File: src/rtl/clkdiv_sequencer_if.sv
// Divisor programming channel: valid/ready handshake carrying a new half-period.
interface clkdiv_sequencer_if #(
  parameter int DIV_W = 32
);
  logic             div_valid;
  logic [DIV_W-1:0] div_data;
  logic             div_ready;

  modport master (output div_valid, output div_data, input div_ready);
  modport slave  (input div_valid, input div_data, output div_ready);
endinterface

File: src/rtl/clkdiv_sequencer.sv
// Run-time programmable 50%-duty clock divider with glitch-free start/stop.
// The divisor (half-period in clk cycles) is only ever switched at the start
// of a low phase, so every emitted high phase is complete and uses one divisor.
module clkdiv_sequencer #(
  parameter int DIV_W       = 32,
  parameter int DEFAULT_DIV = 1
) (
  input  logic              clk,
  input  logic              reset_n,
  input  logic              start,
  input  logic              stop,
  clkdiv_sequencer_if.slave div,
  output logic              clkout,
  output logic              rise_tick,
  output logic              fall_tick,
  output logic              running,
  output logic [DIV_W-1:0]  active_div
);

  localparam logic [1:0] S_IDLE = 2'd0;
  localparam logic [1:0] S_RUN  = 2'd1;
  localparam logic [1:0] S_STOP = 2'd2;

  logic [1:0]       state, nxt_state;
  logic [DIV_W-1:0] cnt, nxt_cnt;
  logic             nxt_clk, nxt_rise, nxt_fall;
  logic             boundary;   // a low phase begins (or we park in IDLE) next cycle
  logic             pend;
  logic [DIV_W-1:0] pend_div;
  logic [DIV_W-1:0] new_div;
  logic             xfer;
  logic             tc;

  // Handshake: only one value may be outstanding, so ready is simply !pend.
  assign div.div_ready = !pend;
  assign xfer          = div.div_valid && !pend;
  assign new_div       = (div.div_data == '0) ? DIV_W'(1) : div.div_data;
  // active_div >= 1 always, so the subtraction cannot underflow.
  assign tc            = (cnt == active_div - DIV_W'(1));
  assign running       = (state != S_IDLE);

  // Next-state, counter and clock-edge decode.
  always_comb begin
    nxt_state = state;
    nxt_cnt   = cnt;
    nxt_clk   = clkout;
    nxt_rise  = 1'b0;
    nxt_fall  = 1'b0;
    boundary  = 1'b0;
    case (state)
      S_IDLE: begin
        nxt_cnt = '0;
        nxt_clk = 1'b0;
        if (start && !stop) nxt_state = S_RUN;
      end
      S_RUN: begin
        if (stop && !clkout) begin
          // Truncate the low phase; output is already low so no glitch.
          nxt_state = S_IDLE;
          nxt_cnt   = '0;
          boundary  = 1'b1;
        end else if (tc) begin
          nxt_cnt  = '0;
          nxt_clk  = !clkout;
          nxt_rise = !clkout;
          nxt_fall = clkout;
          boundary = clkout;
          // Stop seen on the last high cycle: the phase is complete, park now.
          if (stop) nxt_state = S_IDLE;
        end else begin
          nxt_cnt = cnt + DIV_W'(1);
          if (stop) nxt_state = clkout ? S_STOP : S_IDLE;
        end
      end
      S_STOP: begin
        if (tc) begin
          nxt_state = S_IDLE;
          nxt_cnt   = '0;
          nxt_clk   = 1'b0;
          nxt_fall  = 1'b1;
          boundary  = 1'b1;
        end else begin
          nxt_cnt = cnt + DIV_W'(1);
        end
      end
      default: begin
        nxt_state = S_IDLE;
        nxt_cnt   = '0;
        nxt_clk   = 1'b0;
      end
    endcase
  end

  // Sequencer state, counter, registered clock and edge ticks.
  always_ff @(posedge clk or negedge reset_n) begin
    if (!reset_n) begin
      state     <= S_IDLE;
      cnt       <= '0;
      clkout    <= 1'b0;
      rise_tick <= 1'b0;
      fall_tick <= 1'b0;
    end else begin
      state     <= nxt_state;
      cnt       <= nxt_cnt;
      clkout    <= nxt_clk;
      rise_tick <= nxt_rise;
      fall_tick <= nxt_fall;
    end
  end

  // Divisor staging: immediate in IDLE or at a boundary, otherwise held pending.
  always_ff @(posedge clk or negedge reset_n) begin
    if (!reset_n) begin
      active_div <= DIV_W'(DEFAULT_DIV);
      pend       <= 1'b0;
      pend_div   <= '0;
    end else if (boundary) begin
      if (pend) begin
        active_div <= pend_div;
        pend       <= 1'b0;
      end else if (xfer) begin
        active_div <= new_div;
      end
    end else if (xfer) begin
      if (state == S_IDLE) begin
        active_div <= new_div;
      end else begin
        pend     <= 1'b1;
        pend_div <= new_div;
      end
    end
  end

endmodule
File: src/flat_wrapper.sv
// flat-port wrapper written by rule: the top's interface ports become plain ports
module clkdiv_sequencer_flat 
#(
  parameter int DIV_W       = 32,
  parameter int DEFAULT_DIV = 1
)
  (clk, reset_n, start, stop, clkout, rise_tick, fall_tick, running, active_div, div_div_valid, div_div_data, div_div_ready);
  clkdiv_sequencer_if #(.DIV_W(DIV_W)) div_i ();
  input  logic clk;
  input  logic reset_n;
  input  logic start;
  input  logic stop;
  output logic clkout;
  output logic rise_tick;
  output logic fall_tick;
  output logic running;
  output logic [DIV_W-1:0] active_div;
  input wire logic [$bits(div_i.div_valid)-1:0] div_div_valid;
  input wire logic [$bits(div_i.div_data)-1:0] div_div_data;
  output wire logic [$bits(div_i.div_ready)-1:0] div_div_ready;
  assign div_i.div_valid = div_div_valid;
  assign div_i.div_data = div_div_data;
  assign div_div_ready = div_i.div_ready;
  clkdiv_sequencer #(.DIV_W(DIV_W), .DEFAULT_DIV(DEFAULT_DIV)) u_core (.clk(clk), .reset_n(reset_n), .start(start), .stop(stop), .div(div_i), .clkout(clkout), .rise_tick(rise_tick), .fall_tick(fall_tick), .running(running), .active_div(active_div));
endmodule
File: config.mk
export PLATFORM = sky130hd
export DESIGN_NAME = clkdiv_sequencer_flat
export DESIGN_NICKNAME = d
export VERILOG_FILES = /design/src/rtl/clkdiv_sequencer_if.sv /design/src/rtl/clkdiv_sequencer.sv /design/src/flat_wrapper.sv
export SDC_FILE = /design/constraint.sdc
export NUM_CORES = 1
export LEC_CHECK = 0
export ABC_AREA = 1
export BUFFER_PORTS_ARGS = -buffer_cell sky130_fd_sc_hd__buf_4
export CAP_MARGIN = 25
export CORE_MARGIN = 5
export CORE_UTILIZATION = 50
export DETAILED_ROUTE_END_ITERATION = 8
export PLACE_DENSITY = 0.69
export SYNTH_ARGS = -nofsm -noshare
export SYNTH_HDL_FRONTEND = slang
export SYNTH_SLANG_ARGS = --single-unit
File: constraint.sdc
create_clock -name clk -period 5.4 [get_ports clk]
set_input_delay 0.81 -clock clk [delete_from_list [all_inputs] [get_ports clk]]
set_output_delay 0.81 -clock clk [all_outputs]
set_load 0.01 [all_outputs]
# [Word level (Yosys, flattened, before mapping)]
# Cells that the tools add are included.
[op_classes] n_addsub=2 mux=33 bitwise=2 eq_ne=9 n_reduce_logical=17
[op_table] cell="$mux 32" n=8
[op_table] cell="$pmux 32 s2" n=1
[op_table] cell="$add 32x1->32 const B" n=1
[op_table] cell="$eq 32x32->1" n=1
[op_table] cell="$logic_not 32->1" n=1
[op_table] cell="$sub 32x1->32 const B" n=1
[op_table] cell="$mux 2" n=7
[op_table] cell="$mux 1" n=13
[op_table] cell="$reduce_and 3->1" n=4
[op_table] cell="$ne 2x1->1 const B" n=4
[op_table] cell="$reduce_bool 2->1" n=4
[op_table] cell="$pmux 1 s2" n=3
[op_table] cell="$pmux 2 s3" n=1
[op_table] cell="$logic_and 1x1->1" n=3
[op_table] cell="$logic_not 1->1" n=3
[op_table] cell="$ne 3x2->1 const B" n=1
[op_table] cell="$eq 2x1->1 const B" n=1
[op_table] cell="$eq 2x2->1 const B" n=1
[op_table] cell="$logic_not 2->1" n=1
[op_table] cell="$ne 2x2->1 const B" n=1
[op_table] cell="$not 1->1" n=2
[op_table] cell="$reduce_and 2->1" n=1
[word_totals] regBits=102

# [Longest topological paths before layout]
[depth] ltp_word=7 depth_mapped=20 ltp_nobuf=19

# [Worst setup path before layout]
# Ideal clock, no wire load.
[synth_timing] path_kind="reg-to-reg" from="reg u_core.active_div[0]" to="reg u_core.active_div[8]" t_required_ns=5.283 t_arrival_ns=2.330 stages_incl_launch_ff=18 slack_ns=2.952 setup_time_ns=0.117 period_less_slack_ns=2.448 cell_sequence="dfstp_2 inv_1 ha_1 nand2_2 nor2_4 nand2_1 nor2_1 nor2_1 nand3_1 nor2_1 nand2_1 nor2_2 nand4_4 nand2_2 nand2_2 buf_2 nand3_1 nand2_1"
[synth_between] elab_chain_len=7 elab_cells_between_ends=10
[synth_rtl] element="from (decl)" line_no="clkdiv_sequencer.sv:17" rtl="output logic [DIV_W-1:0] active_div"
[synth_rtl] element="from (signal assigned)" line_no="clkdiv_sequencer.sv:114" rtl="active_div <= DIV_W'(DEFAULT_DIV);"
[synth_rtl] element="from (signal assigned)" line_no="clkdiv_sequencer.sv:119" rtl="active_div <= pend_div;"
[synth_rtl] element="from (signal assigned)" line_no="clkdiv_sequencer.sv:122" rtl="active_div <= new_div;"
[synth_rtl] element="$sub 32x1->32 *" line_no="clkdiv_sequencer.sv:39" rtl="assign tc = (cnt == active_div - DIV_W'(1));"
[synth_rtl] element="$eq 32x32->1 *" line_no="clkdiv_sequencer.sv:39"
[synth_rtl] element="$mux 1" line_no="clkdiv_sequencer.sv:62" rtl="end else if (tc) begin"
[synth_rtl] element="$mux 1" line_no="clkdiv_sequencer.sv:57" rtl="if (stop && !clkout) begin"
[synth_rtl] element="$pmux 1 s2 *" line_no="clkdiv_sequencer.sv:50" rtl="case (state)"
[synth_rtl] element="$reduce_bool 2->1 (no line)"
[synth_rtl] element="$reduce_and 3->1 (no line)"
# Every way passes the cells marked *; elsewhere a longest branch is shown, timed or not.
# A chain may end at the register's enable or synchronous reset.

# [Worst setup path after layout]
[layout_timing] from="reg u_core.active_div[0]" to="reg u_core.active_div[1]"
# The elaborated chain is that of the path after synthesis.

==> summary.txt <==
Run status
  – Result of the run: finished clean

STA
  – RSZ-0062 raised after global routing: no
  – Timing-limited maximum frequency: roughly 230 MHz
  – Worst clock skew: about 0.0084 ns
  – Worst slew slack as a fraction of its limit: 0.332
  – Final setup viols: 0
  – Portion of the clock cycle consumed by the worst path in the final layout: 0.809
  – Total negative setup slack: 0 ns
  – Post-route minimum period: 4.37 ns
  – Number of endpoints with negative hold slack in the final report: 0
  – Least setup slack across all paths after layout: between 1 and 1.5 ns
  – Count of pins over their slew limit: 0
  – Worst-Margin Slew: 0.999 ns
  – Hold slack: roughly 0.47 ns

Die
  – Number of placement rows: 43
  – Die height: roughly 130 um
  – Die Area: ~17,000 um^2
  – CORE AREA: 13,900 um^2
  – Die extent in x: roughly 130 um
  – Starting density of the core: 0.508
  – Boundary Pins: 74

Global routing
  – Number of global-route vias before repair: 6,347
  – Number of antenna violations at the first check in global routing: 0
  – Wire length of the first global-routing pass: between 30,000 and 40,000 um
  – All-layer global routing usage: 0.239
  – Congestion Overflow GR: 0
  – Largest net degree at the start of global routing: 66

Logic synthesis
  – Share of the synthesized area in the top cell type: 0.358
  – Yosys reg bits: about 100
  – Distinct cell type count after synthesis: 35
  – Mapped cell area: 7050 um^2
  – Synth Flop Type: sky130_fd_sc_hd__dfrtp_1
  – Count of flip-flops with a built-in enable after synthesis: 0
  – Number of warnings printed during yosys synthesis: 0
  – Fraction of the yosys area taken by sequential cells: 0.362
  – Post-synthesis instance total: between 1,000 and 1,500
  – Cells taking the most area after synthesis: sky130_fd_sc_hd__dfrtp_1 (36%), sky130_fd_sc_hd__nand2_1 (23%), sky130_fd_sc_hd__nand3_1 (7.0%)
  – Top cell types by occurrence after synthesis: sky130_fd_sc_hd__nand2_1 (431), sky130_fd_sc_hd__nor2_1 (120), sky130_fd_sc_hd__inv_1 (116)
  – Number of nets in the synthesized netlist: ~1,100
  – Proportion of synthesized flip-flops having asynchronous set or reset: 1.00
  – Most used standard cell by instance count after synthesis: sky130_fd_sc_hd__nand2_1
  – Top cell type by total area after synthesis: sky130_fd_sc_hd__dfrtp_1
  – Average instance area after synthesis: between 6 and 7 um^2

Clocking
  – Count of instances resized after the clock tree is built: 0
  – Post-CTS Hold Buffers: 0
  – TritonCTS clock tree: built
  – Count of buffers added by post-CTS timing repair for setup: 0
  – Clock sink total: just over 100
  – TritonCTS Buffers: 9
  – Number of levels the H-tree was split into: 3
  – Root buf cell: sky130_fd_sc_hd__clkbuf_16
  – Maximum clock path buffer count: 2
  – Worst-Skew Late Latency: between 0.3 and 0.4 ns
  – CTS clock-pin slew for the worst setup and hold paths: approximately 0.070 ns

Critical path
  – Dominant delay contributor by cell family on the critical path: simple AND/OR/NAND/NOR gates
  – Count of buffer and inverter cells on the critical path: 2
  – Worst endpoint required time: 5.68 ns
  – Stage delay of the slowest cell on the critical path: slightly below 0.7 ns
  – CP startpoint kind: flop
  – Critical path's most frequent cell: sky130_fd_sc_hd__nand2_1
  – Highest-delay cell along the critical path: sky130_fd_sc_hd__nand2_2
  – Crit Path Class: flop to flop
  – Startpoint of the worst-slack reg-to-reg timing path: u_core.active_div[0]$_DFFE_PN1P_
  – Cells traversed along the worst timing path: inv_1, ha_1, inv_1, nand2_1, nand2_1, nor2_1, nand3_1, nor2_1, nand3_1, nor2_1, nand2_1, nor2_2, nand4_4, nand2_2, nand2_2, nand2_4, nand2_1, nand2_1
  – Origin of the worst setup path: u_core.active_div[0]$_DFFE_PN1P_
  – Worst Path Arrival: 4.65 ns
  – CP Max Fanout: 35
  – Register-to-register path setup slack: approximately 1.0 ns
  – Critical Path End Type: flop

Cells and area
  – Number of antenna cells inserted: 0
  – Layout cell share with drive strength beyond 1: 0.100
  – Final non-filler cell total: roughly 1,300
  – Layout area overhead: 13.5%
  – Number of nets in the layout: roughly 1,200

Hold path
  – Worst min-delay path category: flop to flop
  – Startpoint of the most critical hold path: u_core.pend_div[3]$_DFFE_PN0P_

Routing
  – Number of vias in the routed layout: between 6,000 and 7,000
  – Routed wire length per instance: between 10 and 15 um
  – Remaining DRCs: 0
  – Drt first pass iters: 6
  – Number of routed nets with antenna violations: 0
  – DR vias/cell: just over 5
  – Number of design-rule violations left by the first detailed-router iteration: roughly 530
  – Total wire length: 19,100 um

Place
  – Routability Congestion: between 0.9 and 1
  – DP Wirelength: around 14,000 um
  – Number of port buffers: 73
  – Setup Slack @ Placement: 1.03 ns
  – Cell count after placement: approximately 1,300

Pwr
  – Cell area power density: 484 nW/um^2
  – Leakage power total: approximately 4.2 nW
  – Worst voltage drop across the vdd grid: just over 0.0002 V

Job
  – Max-Cap Viols: 0
==> layout by cell type, fill, tap and decap left out, types with 16 or more instances in the layout <==
cell type | netlist | routed
sky130_fd_sc_hd__dfrtp_1 | 101 | 101
sky130_fd_sc_hd__xor2_1 | 31 | 31
sky130_fd_sc_hd__inv_1 | 116 | 116
sky130_fd_sc_hd__nand4_1 | 21 | 21
sky130_fd_sc_hd__nand2_1 | 431 | 431
sky130_fd_sc_hd__o21ai_0 | 41 | 41
sky130_fd_sc_hd__buf_4 | 3 | 77
sky130_fd_sc_hd__nor2_1 | 120 | 120
sky130_fd_sc_hd__xnor2_1 | 16 | 16
sky130_fd_sc_hd__nor3_1 | 25 | 25
sky130_fd_sc_hd__nand3_1 | 99 | 99
==> path summary, 6_finish.rpt <==
path,endpoint,cells after the start
setup reg to reg,u_core.active_div[1]$_DFFE_PN0P_,18
min in group asynchronous,u_core.pend_div[9]$_DFFE_PN0P_,1
hold reg to reg,u_core.pend_div[3]$_DFFE_PN0P_,2
hold / removal,u_core.pend_div[3]$_DFFE_PN0P_,2
max in group asynchronous,u_core.active_div[15]$_DFFE_PN0P_,2
setup / recovery,u_core.active_div[1]$_DFFE_PN0P_,18
==> power by group <==
part	leakage (nW)	internal (mW)	switching, mW
combinational	2.71	0.675	1.15
sequential	1.32	1.00	0.311
clock	0.161	0.453	0.281
total	4.19	2.13	1.74
==> metrics by stage <==
step	area (um^2)	power, mW	util
2_1_floorplan	7050	2.54	-
3_3_place_gp	7670	3.12	0.553
3_5_place_dp	7670	3.14	0.553
4_1_cts	8000	3.88	0.577
5_1_grt	8000	4.21	0.577
6_report	8000	3.87	0.577
==> flip-flops by register name, indices dropped and copies added, names as in the netlist <==
| name | count |
|---|---|
| u_core.pend | 1 |
| u_core.pend_div | 32 |
| u_core.cnt | 32 |
| u_core.fall_tick | 1 |
| u_core.active_div | 32 |
| u_core.state | 2 |
| u_core.rise_tick | 1 |
| u_core.clkout | 1 |
==> logic make-up (layout without fill, tap and decap cells) <==
| family | after synthesis | in the layout | share of synthesized area |
|---|---|---|---|
| adder cells (fa/ha/maj) | 5 | 5 | 0.00887 |
| flip-flops | 102 | 102 | 0.362 |
| AND/OR/NAND/NOR | 733 | 733 | 0.440 |
| XOR/XNOR | 47 | 47 | 0.0584 |
| AO/OA/AOI/OAI | 56 | 56 | 0.0410 |
| buffers and inverters | 155 | 213 | 0.0898 |
==> final cells by class <==
class | count | area [um^2]
fill | 1419 | 5880
timing repair buffer | 77 | 578
tap | 180 | 225
clock buffer | 12 | 236
inverter | 120 | 450
multi-input combinational | 841 | 3860
sequential | 102 | 2550
clock inverter | 4 | 95.1
==> per-layer routing <==
layer / GRT usage / vias to the layer above / share of wire
met4: 0.0896 / 0 / 0.027
met5: 0 / - / 0
li1: - / 3527 / -
met3: 0.0324 / 37 / 0.052
met1: 0.345 / 3160 / 0.47
met2: 0.366 / 209 / 0.45
==> tightest hold or removal path, delay by kind of cell (launching register included) <==
family	cells	cell delay, ns
DFF	1	0.34
and+or+nand+nor	2	0.10
Power figures use the tool's default switching activity.
